File: src/rtl/sequence_detector_param_counter_pkg.sv
// Shared definitions for the parameterised up/down counter: boundary-mode
// encodings and the step-direction type.
package sequence_detector_param_counter_pkg;

  localparam int MODE_WRAP     = 0;
  localparam int MODE_SATURATE = 1;

  typedef enum logic {
    DIR_DOWN = 1'b0,
    DIR_UP   = 1'b1
  } dir_e;

endpackage

File: src/rtl/sequence_detector_count_step.sv
// Combinational single-step unit: moves base one count in the requested
// direction and flags when that step crosses a count boundary.
module sequence_detector_count_step
  import sequence_detector_param_counter_pkg::*;
#(
  parameter int WIDTH     = 4,
  parameter int MAX_COUNT = 2**WIDTH-1,
  parameter int SATURATE  = MODE_WRAP
) (
  input  logic [WIDTH-1:0] base,
  input  logic             up_down,
  output logic [WIDTH-1:0] next_value,
  output logic             boundary
);

  localparam logic [WIDTH-1:0] MAX_V = WIDTH'(MAX_COUNT);
  localparam logic [WIDTH-1:0] ONE_V = WIDTH'(1);
  localparam bit               SAT   = (SATURATE == MODE_SATURATE);

  always_comb begin
    next_value = base;
    boundary   = 1'b0;
    if (up_down == DIR_UP) begin
      if (base >= MAX_V) begin
        boundary   = 1'b1;
        next_value = SAT ? MAX_V : '0;
      end else begin
        next_value = base + ONE_V;
      end
    end else begin
      if (base == '0) begin
        boundary   = 1'b1;
        next_value = SAT ? '0 : MAX_V;
      end else begin
        next_value = base - ONE_V;
      end
    end
  end

endmodule

File: src/rtl/sequence_detector_param_counter.sv
// Bounded up/down counter with clear/load priority mux, wrap or saturate
// boundary behaviour, a one-cycle wrap pulse and a sticky boundary flag.
module sequence_detector_param_counter
  import sequence_detector_param_counter_pkg::*;
#(
  parameter int WIDTH     = 4,
  parameter int MAX_COUNT = 2**WIDTH-1,
  parameter int SATURATE  = MODE_WRAP
) (
  input  logic             clock,
  input  logic             reset,
  input  logic             enable,
  input  logic             up_down,
  input  logic             clear,
  input  logic             load,
  input  logic [WIDTH-1:0] load_value,
  output logic [WIDTH-1:0] q,
  output logic             terminal,
  output logic             wrapped,
  output logic             overflow_sticky
);

  localparam logic [WIDTH-1:0] MAX_V = WIDTH'(MAX_COUNT);

  logic [WIDTH-1:0] q_q, q_d;
  logic             wrapped_q, wrapped_d;
  logic             sticky_q, sticky_d;
  logic [WIDTH-1:0] base;
  logic [WIDTH-1:0] stepped;
  logic             boundary;
  logic             boundary_event;

  sequence_detector_count_step #(
    .WIDTH     (WIDTH),
    .MAX_COUNT (MAX_COUNT),
    .SATURATE  (SATURATE)
  ) u_step (
    .base       (base),
    .up_down    (up_down),
    .next_value (stepped),
    .boundary   (boundary)
  );

  // Clear and load only choose the starting point; an enabled step still
  // applies on top of it in the same cycle.
  always_comb begin
    base = q_q;
    if (clear) begin
      base = '0;
    end else if (load) begin
      base = (load_value > MAX_V) ? MAX_V : load_value;
    end
  end

  always_comb begin
    boundary_event = enable & boundary;
    q_d            = enable ? stepped : base;
    wrapped_d      = boundary_event && (SATURATE == MODE_WRAP);
    sticky_d       = sticky_q;
    if (boundary_event) begin
      sticky_d = 1'b1;
    end else if (clear) begin
      sticky_d = 1'b0;
    end
  end

  always_ff @(posedge clock) begin
    if (reset) begin
      q_q       <= '0;
      wrapped_q <= 1'b0;
      sticky_q  <= 1'b0;
    end else begin
      q_q       <= q_d;
      wrapped_q <= wrapped_d;
      sticky_q  <= sticky_d;
    end
  end

  assign q               = q_q;
  assign wrapped         = wrapped_q;
  assign overflow_sticky = sticky_q;
  assign terminal        = ((up_down == DIR_UP) && (q_q == MAX_V)) ||
                           ((up_down == DIR_DOWN) && (q_q == '0));

endmodule

File: config.mk
export PLATFORM = sky130hd
export DESIGN_NAME = sequence_detector_param_counter
export DESIGN_NICKNAME = d
export VERILOG_FILES = /design/src/rtl/sequence_detector_param_counter_pkg.sv /design/src/rtl/sequence_detector_count_step.sv /design/src/rtl/sequence_detector_param_counter.sv
export SDC_FILE = /design/constraint.sdc
export NUM_CORES = 1
export LEC_CHECK = 0
export CAP_MARGIN = 20
export CORE_AREA = 2 2 39 41
export DETAILED_ROUTE_END_ITERATION = 10
export DIE_AREA = 0 0 41 43
export HOLD_SLACK_MARGIN = 0.05
export PLACE_DENSITY = 0.72
export SYNTH_ARGS = -nofsm -noshare
export SYNTH_HDL_FRONTEND = slang
export SYNTH_SLANG_ARGS = --single-unit
File: constraint.sdc
create_clock -name clock -period 3.7 [get_ports clock]
set_clock_uncertainty 0.2 [all_clocks]
set_input_delay 0.37 -clock clock [delete_from_list [all_inputs] [get_ports clock]]
set_output_delay 0.37 -clock clock [all_outputs]
set_load 0.01 [all_outputs]
==> impl_metrics.csv <==
group,metric,value,unit
status,status,"finished, final reports clean",
clock_tree,cts_buffers,3,
routing,ant_nets,0,
layout,n_antenna_cell,0,
layout,layout.nets,91,
clock_tree,clkSinkCount,6,
routing,m1WireLength,525,µm
sta,post-route-period-util,0.7105,
layout,final_common_cell,"clkdlybuf4s50_1",
global_route,overflow,0,
layout,design_area,695.7,µm²
sta,fin_setup_tns,0,ps
worst_setup_path,crit_top_cell,"clkdlybuf4s50_1",
sta,hold_viol,0,
routing,wl_met2,538,µm
global_route,antenna_found_initial,0,
synthesis,synth_top_area_frac,0.2330,
worst_setup_path,cp_slowest_cell,"clkdlybuf4s50_1",
floorplan,core,1384,µm²
sta,relSlewSlack,0.7311,
worst_setup_path,cp.required,3130,ps
layout,layout-area-overhead-vs-synth,34.95,%
clock_tree,cts-resized-gates,0,
synthesis,yosysUniqueCellTypes,33,
global_route,grt_max_degree,13,
clock_tree,cts_tree,"yes",
layout,drive_gt1_frac,0.1039,
sta,fin_crit,2629,ps
synthesis,synth-edff-count,0,
synthesis,synth_ff_type,"dfxtp_1",
placed_design,placed_cell_area,673.1,µm²
layout,multi_input_area,357.8,µm²
synthesis,ys_seq_elements,6,
layout,mostFrequentLayoutCells,"16 x clkdlybuf4s50_1, 8 x nor2_1, 6 x dfxtp_1",
worst_setup_path,end_kind,"output port",
power,power_density,290.2,nW/µm²
layout,fill_cells,153,
sta,slew_violations,0,
synthesis,synth_area_leader_cell,"dfxtp_1",
routing,drc_errors,0,
clock_tree,clk_latency,240,ps
synthesis,synth.avg_cell_area,8.314,µm²
hold_path,hp-class,"flip-flop to flip-flop",
clock_tree,h-tree-depth,1,
power,peakVddDrop,114.8,µV
worst_setup_path,critPathKind,"primary input to output port",
routing,totalWireLength,1.141,mm
synthesis,synth.area.top_cells,"dfxtp_1 23%, mux2i_1 5.8%, mux2_4 5.8%",
clock_tree,cts_setup_buffers,0,
synthesis,async_flop_share,0,
synthesis,ys_seq_area_frac,0.2330,
sta,setup_viol_count_final,0,
clock_tree,cts.clk_slew.worst_paths,40,ps
worst_setup_path,critPathMaxStageDelay,550,ps
flow_run,drv_cap,0,
floorplan,die_h,43,µm
clock_tree,clockRootBuffer,"clkbuf_4",
floorplan,die_area,1763,µm²
worst_setup_path,cp_max_fo,8,
sta,rsz0062_at_grt,"no",
routing,top_layer,"met4",
floorplan,start_util,0.3725,
synthesis,syn_nets,74,
global_route,grtUsageTotal,0.1437,
routing,vias,515,
routing,drt_iter0_drc,10,
worst_setup_path,start_kind,"primary input",
routing,drt-pass1-iter-count,2,
routing,dr_wl_met3,59,µm
worst_setup_path,crit_arrival,2060,ps
clock_tree,cts_buffer_depth,2,
routing,routed_via_density,5.538,
placed_design,portBuffers,16,
sta,tightest_slew,393.1,ps
global_route,grt_pass1_vias,443,
floorplan,ioPinCount,17,
floorplan,die_w,41,µm
sta,fmax,0.3804,GHz
routing,wl_per_cell,12.27,µm
synthesis,yosys_warnings,0,
worst_setup_path,crit_path_cell_trace,"clkdlybuf4s50_1 > or4_1 > o22ai_1 > clkdlybuf4s50_1",
floorplan,std_cell_rows,14,
placed_design,hpwlAfterDp,903.4,µm
placed_design,routabilityCongestion,0.8585,
layout,regArea,120.1,µm²
global_route,grt_pass1_wl,1.738,mm
clock_tree,hold_buffers,0,
power,leakage,0.2682,nW
synthesis,syn_inst,62,
synthesis,synthesis.area,515.5,µm²
==> cells in the mapped netlist, types with 2 or more instances <==
cell type  n
nor2_1     8
dfxtp_1    6
inv_1      4
nand2_1    4
a21oi_1    3
mux2i_1    3
nand3_1    3
buf_1      2
ha_1       2
mux2_4     2
nand2b_1   2
xnor2_1    2
==> routing by layer <==
| metal | vias up | track usage |
|---|---|---|
| li1 | 253 | - |
| met1 | 245 | 0.1645 |
| met2 | 15 | 0.2313 |
| met3 | 2 | 0.03665 |
| met4 | 0 | 0.07333 |
| met5 | - | 0 |
==> report_power, final <==
part | internal [mW] | switching, mW
clock | 0.0366 | 0.0219
combinational | 0.0375 | 0.0315
sequential | 0.0696 | 0.00490
==> cells by family (layout without fill, tap and decap cells) <==
group | count (synthesis) | after routing | share of synthesized area
buffers and inverters | 8 | 23 | 0.07280
muxes | 6 | 6 | 0.1602
AOI/OAI and AO/OA | 14 | 14 | 0.2160
xor gates and xnor gates | 2 | 2 | 0.03399
adders and majority gates | 2 | 2 | 0.04854
DFF | 6 | 6 | 0.2330
and+or+nand+nor | 24 | 24 | 0.2354
==> worst max-delay path: cells and delay by family <==
kind	cells	cell delay, ps
buffers and inverters	2	1100
and+or+nand+nor	1	450
AOI/OAI and AO/OA	1	130
==> state kept, by name (all words and copies together), names as in the netlist <==
signal	count
q	4
overflow_sticky	1
wrapped	1
==> worst paths after layout <==
check	startpoint	to	slack, ps	cells past startpoint
hold reg to reg	overflow_sticky	overflow_sticky	270	1
setup reg to reg	q[0]	overflow_sticky	1710	7
setup / recovery	up_down	terminal	1070	4
hold / removal	overflow_sticky	overflow_sticky	270	1
==> final cells by class <==
cell class,instances,share of cell area
multi-input combinational,48,0.5144
timing repair buffer,16,0.2302
sequential,6,0.1727
clock buffer,3,0.03237
tap,16,0.02878
inverter,4,0.02158
==> through the flow <==
stage / setup WS [ps] / utilization / power, mW / cells / hold slack, ps
final: 1071 / 0.5027 / 0.2019 / 93 / 268.5
after global routing: 975.3 / 0.5027 / 0.2148 / 93 / 304.2
after CTS: 1049 / 0.5027 / 0.2049 / 93 / 275.6
after detailed placement: 966.1 / 0.4864 / 0.1448 / 90 / 264.5
after global placement: 1007 / 0.4864 / 0.1442 / 90 / 260.0
after floorplan: 1741 / - / 0.1172 / 62 / 242.4
No activity file was read; power rests on OpenSTA's default activity.
